===== src/rtl/traffic_phase_scheduler.sv =====
// rtl/traffic_phase_scheduler.sv - two-road traffic light phase sequencer with pedestrian walk
// Tick prescaler drives a per-phase timer; lamps decode straight from the registered phase.
module traffic_phase_scheduler #(
    parameter int TICK_DIV       = 50000000,
    parameter int GREEN_MAIN_MIN = 30,
    parameter int GREEN_SIDE     = 20,
    parameter int YELLOW         = 4,
    parameter int ALL_RED        = 2,
    parameter int PED_WALK       = 10
) (
    input  logic       clk,
    input  logic       reset,
    input  logic       side_req,
    input  logic       ped_req,
    output logic [2:0] light_main,
    output logic [2:0] light_side,
    output logic       ped_walk,
    output logic       ped_pending,
    output logic [2:0] phase
);

    localparam int PW    = $clog2(TICK_DIV);
    localparam int MAX_A = (GREEN_MAIN_MIN > GREEN_SIDE) ? GREEN_MAIN_MIN : GREEN_SIDE;
    localparam int MAX_B = (YELLOW > ALL_RED) ? YELLOW : ALL_RED;
    localparam int MAX_C = (MAX_A > MAX_B) ? MAX_A : MAX_B;
    localparam int MAX_D = (MAX_C > PED_WALK) ? MAX_C : PED_WALK;
    localparam int TW    = $clog2(MAX_D + 1);

    localparam logic [PW-1:0] PRESC_LAST = PW'(TICK_DIV - 1);
    localparam logic [TW-1:0] T_MAIN     = TW'(GREEN_MAIN_MIN - 1);
    localparam logic [TW-1:0] T_SIDE     = TW'(GREEN_SIDE - 1);
    localparam logic [TW-1:0] T_YEL      = TW'(YELLOW - 1);
    localparam logic [TW-1:0] T_RED      = TW'(ALL_RED - 1);
    localparam logic [TW-1:0] T_WALK     = TW'(PED_WALK - 1);

    typedef enum logic [2:0] {
        MAIN_GREEN  = 3'd0,
        MAIN_YELLOW = 3'd1,
        ALL_RED_1   = 3'd2,
        SIDE_GREEN  = 3'd3,
        SIDE_YELLOW = 3'd4,
        ALL_RED_2   = 3'd5,
        PED_WALK_ST = 3'd6
    } state_t;

    state_t          r_state;
    state_t          w_next;
    logic [PW-1:0]   r_presc;
    logic [TW-1:0]   r_timer;
    logic            r_ped_pending;
    logic            w_tick;
    logic            w_main_sat;
    logic            w_walk_exit;

    assign w_tick      = (r_presc == PRESC_LAST);
    assign w_main_sat  = (r_state == MAIN_GREEN) && (r_timer >= T_MAIN);
    assign w_walk_exit = (r_state == PED_WALK_ST) && (w_next != PED_WALK_ST);

    always_comb begin
        w_next = r_state;
        case (r_state)
            MAIN_GREEN:  if (w_tick && w_main_sat && (side_req || r_ped_pending)) w_next = MAIN_YELLOW;
            MAIN_YELLOW: if (w_tick && r_timer == T_YEL)  w_next = ALL_RED_1;
            ALL_RED_1:   if (w_tick && r_timer == T_RED)  w_next = r_ped_pending ? PED_WALK_ST : SIDE_GREEN;
            PED_WALK_ST: if (w_tick && r_timer == T_WALK) w_next = side_req ? SIDE_GREEN : ALL_RED_2;
            SIDE_GREEN:  if (w_tick && r_timer == T_SIDE) w_next = SIDE_YELLOW;
            SIDE_YELLOW: if (w_tick && r_timer == T_YEL)  w_next = ALL_RED_2;
            ALL_RED_2:   if (w_tick && r_timer == T_RED)  w_next = MAIN_GREEN;
            default:     w_next = MAIN_GREEN;
        endcase
    end

    // The prescaler free-runs across phase changes so every phase spans whole ticks.
    always_ff @(posedge clk) begin
        if (reset) begin
            r_state       <= MAIN_GREEN;
            r_presc       <= '0;
            r_timer       <= '0;
            r_ped_pending <= 1'b0;
        end else begin
            r_state <= w_next;
            r_presc <= w_tick ? '0 : r_presc + PW'(1);
            if (w_next != r_state) begin
                r_timer <= '0;
            end else if (w_tick && !w_main_sat) begin
                r_timer <= r_timer + TW'(1);
            end
            if (ped_req) begin
                r_ped_pending <= 1'b1;
            end else if (w_walk_exit) begin
                r_ped_pending <= 1'b0;
            end
        end
    end

    always_comb begin
        light_main = 3'b100;
        light_side = 3'b100;
        case (r_state)
            MAIN_GREEN:  light_main = 3'b001;
            MAIN_YELLOW: light_main = 3'b010;
            SIDE_GREEN:  light_side = 3'b001;
            SIDE_YELLOW: light_side = 3'b010;
            default:     ;
        endcase
    end

    assign ped_walk    = (r_state == PED_WALK_ST);
    assign ped_pending = r_ped_pending;
    assign phase       = r_state;

endmodule


===== config.mk =====
export PLATFORM = sky130hd
export DESIGN_NAME = traffic_phase_scheduler
export DESIGN_NICKNAME = d
export VERILOG_FILES = /design/src/rtl/traffic_phase_scheduler.sv
export SDC_FILE = /design/constraint.sdc
export NUM_CORES = 1
export LEC_CHECK = 0
export ABC_AREA = 0
export BUFFER_PORTS_ARGS = -buffer_cell sky130_fd_sc_hd__clkbuf_2
export CORE_MARGIN = 2
export CORE_UTILIZATION = 40
export CTS_BUF_LIST = sky130_fd_sc_hd__clkbuf_2 sky130_fd_sc_hd__clkbuf_4 sky130_fd_sc_hd__clkbuf_8
export DETAILED_ROUTE_END_ITERATION = 7
export GPL_ROUTABILITY_DRIVEN = 1
export PLACE_DENSITY = 0.65
export SYNTH_ARGS = -nofsm -noshare
export SYNTH_HDL_FRONTEND = slang
export SYNTH_SLANG_ARGS = --single-unit
export TNS_END_PERCENT = 30

===== constraint.sdc =====
create_clock -name clk -period 7.41 [get_ports clk]
set_input_delay 0.741 -clock clk [delete_from_list [all_inputs] [get_ports clk]]
set_output_delay 0.741 -clock clk [all_outputs]
set_load 0.05 [all_outputs]

==> results.cfg <==
[status]
status = complete, no violations

[floorplan]
ioPinCount = 15
fp.dieH_um = 72.64
die_w_um = 72.64
core_um2 = 4444
die_area_um2 = 5276
start_util_pct = 42.40
rows = 24

[power]
vdd_drop_max_v = 0.0001110
p_per_area_nw_per_um2 = 167.9
cellLeakagePower_nw = 0.7303

[sta]
rsz0062_at_grt = no
worstMarginPinSlew_ns = 0.7860
min_period_ns = 2.834
hold_ws_ns = 0.4683
slew_headroom_pct = 47.48
skew_ns = 0.01016
maxSlewViolCount = 0
max_freq_mhz = 352.9
tns_ns = 0
setup_viol = 0
finalCritPeriodShare_pct = 38.24
finalWorstSetupSlack_ns = 4.576
final-hold-violation-count = 0

[worst_setup_path]
cp.depth = 7
crit_path_cell_trace = or4_1 -> nor4_1 -> and4b_1 -> a21boi_0 -> a211oi_2 -> mux2i_1 -> nor4_1
crit_top_cell = nor4_1
cp.arrival_ns = 2.98
cpLargestDelayFamily = simple AND/OR/NAND/NOR gates
crit_type = flip-flop to flip-flop
critPathLaunchType = flip-flop
slowest_stage = or4_1
worst_path_largest_cell_delay_ns = 0.54
critPathMaxFanout = 11
crit_buf_inv = 0
regToRegSetupSlack_ns = 4.58
critPathRequiredTime_ns = 7.56
reg2reg_depth = 7
end_kind = flip-flop

[hold_path]
min_delay_path_depth = 1
min_path_type = flip-flop to flip-flop

[global_route]
grt_pass1_wl_um = 6748
grt_usage_pct = 16.40
grt_max_degree = 25
grt_overflow = 0
antenna_found_initial = 0
grt_pass1_vias = 1489

[placement]
place_ws_ns = 4.650
place_congestion = 0.8344
post-dp-hpwl_um = 2730
port_buffers = 14
place_inst = 288

[layout]
most-common-layout-cells = 47 x nor2_1, 35 x dfxtp_1, 17 x nand3_1
areaGrowthSynthToFinish_pct = 7.636
final_util_pct = 45.64
final_nets = 250
layout-drive-gt1-share_pct = 11.93
antenna_cells = 0
fillers = 456
layout_commonest_cell = nor2_1
stdcell_count = 295

[cts]
cts_resized = 0
cts.sinks = 35
clock_latency_ns = 0.29
clk_pin_slew_ns = 0.07
htreeDepth = 2
tritoncts = built
cts_buffer_depth = 2
cts_root_buffer = clkbuf_8
postCtsSetupBuffers = 0
cts_buffers = 5
ctsHoldBuffers = 0

[drt]
first_pass_iters = 4
drc = 0
drt-total-wl_um = 3837
dr.first_iter.drc_count = 74
wire_per_inst_um = 13.01
viasPerCell = 5.414
final_antenna_net_count = 0
vias = 1597

[yosys]
seq_area_frac_synth_pct = 37.18
synthFlopType = dfxtp_1
synth_area_um2 = 1884
ys_seq_elements = 35
synth_edf_count = 0
netlist.area_leader.share_pct = 37.18
yosys_warnings = 0
syn_inst = 232
yosys.area.top_type = dfxtp_1
async_flop_share_pct = 0
synth_area_leaders = dfxtp_1 37%, nor2_1 9.4%, xor2_1 6.5%
syn_nets = 239
ys_types = 41
synth_area_per_cell_um2 = 8.122

[flow_run]
maxCapViolations = 0
==> cell families after synthesis <==
group                    synth area share (%)
AND/OR/NAND/NOR                         34.79
flip-flops                              37.18
XOR/XNOR                                12.09
AO/OA/AOI/OAI                           7.437
buffers and inverters                   5.976
adder cells (fa/ha/maj)                 1.992
multiplexers                           0.5312
==> per-stage QoR <==
| step | total power [mW] | area (um^2) |
|---|---|---|
| after global placement | 0.2053 | 1941 |
| after global routing | 0.3562 | 2028 |
| after CTS | 0.3444 | 2028 |
| after floorplan | 0.2022 | 1884 |
| after detailed placement | 0.2054 | 1941 |
| final | 0.3405 | 2028 |
==> final cells by class <==
type                            instances  area, um^2  share of cell area [%]
Multi-Input combinational cell        178        1071                   52.81
Inverter                                9       33.78                   1.666
Clock buffer                            6       82.58                   4.072
Sequential cell                        35       700.7                   34.55
Timing Repair Buffer                   14       70.07                   3.455
Clock inverter                          1       5.005                  0.2468
Tap cell                               52       65.06                   3.208
==> flip-flops by register name, summed over array words and instances (netlist names) <==
signal	count
r_presc	26
r_timer	5
phase	3
ped_pending	1
==> worst reg2reg max path: stages (launching register included) <==
cell	delay [ns]
dfxtp_1	0.37
or4_1	0.54
nor4_1	0.22
and4b_1	0.48
a21boi_0	0.21
a211oi_2	0.31
mux2i_1	0.47
nor4_1	0.11
==> power by group <==
group | total (mW) | internal (mW) | switching, mW | leakage (nW)
Sequential | 0.192 | 0.190 | 0.00177 | 0.283
Clock | 0.140 | 0.0728 | 0.0667 | 0.0470
Combinational | 0.00935 | 0.00311 | 0.00624 | 0.400
Total | 0.340 | 0.266 | 0.0747 | 0.730
==> synth_stat cells (3+ instances only) <==
library cell	count
nand3_1	17
xor2_1	14
inv_1	9
nor2_1	47
nor4_1	9
ha_1	3
nand2_1	13
a21oi_1	7
and3_1	4
o21ai_0	3
nor3_1	7
or3_1	3
nor3b_1	3
dfxtp_1	35
clkbuf_1	4
xnor2_1	12
nand4_1	4
a31oi_1	3
buf_6	5
==> metal layers <==
| metal | GRT usage, % | vias to the layer above | share of wire, % |
|---|---|---|---|
| met3 | 4.006 | 7 | 4.4 |
| li1 | - | 830 | - |
| met4 | 8.025 | 0 | 2.1 |
| met1 | 23.37 | 722 | 51 |
| met5 | 0 | - | 0 |
| met2 | 23.03 | 38 | 42 |
==> path summary, 6_finish.rpt <==
check / start / to
min reg2reg: r_presc[0] / r_presc[0]
max: r_presc[8] / r_timer[1]
max reg2reg: r_presc[8] / r_timer[1]
min: r_presc[0] / r_presc[0]
No activity file was read; power rests on OpenSTA's default activity.
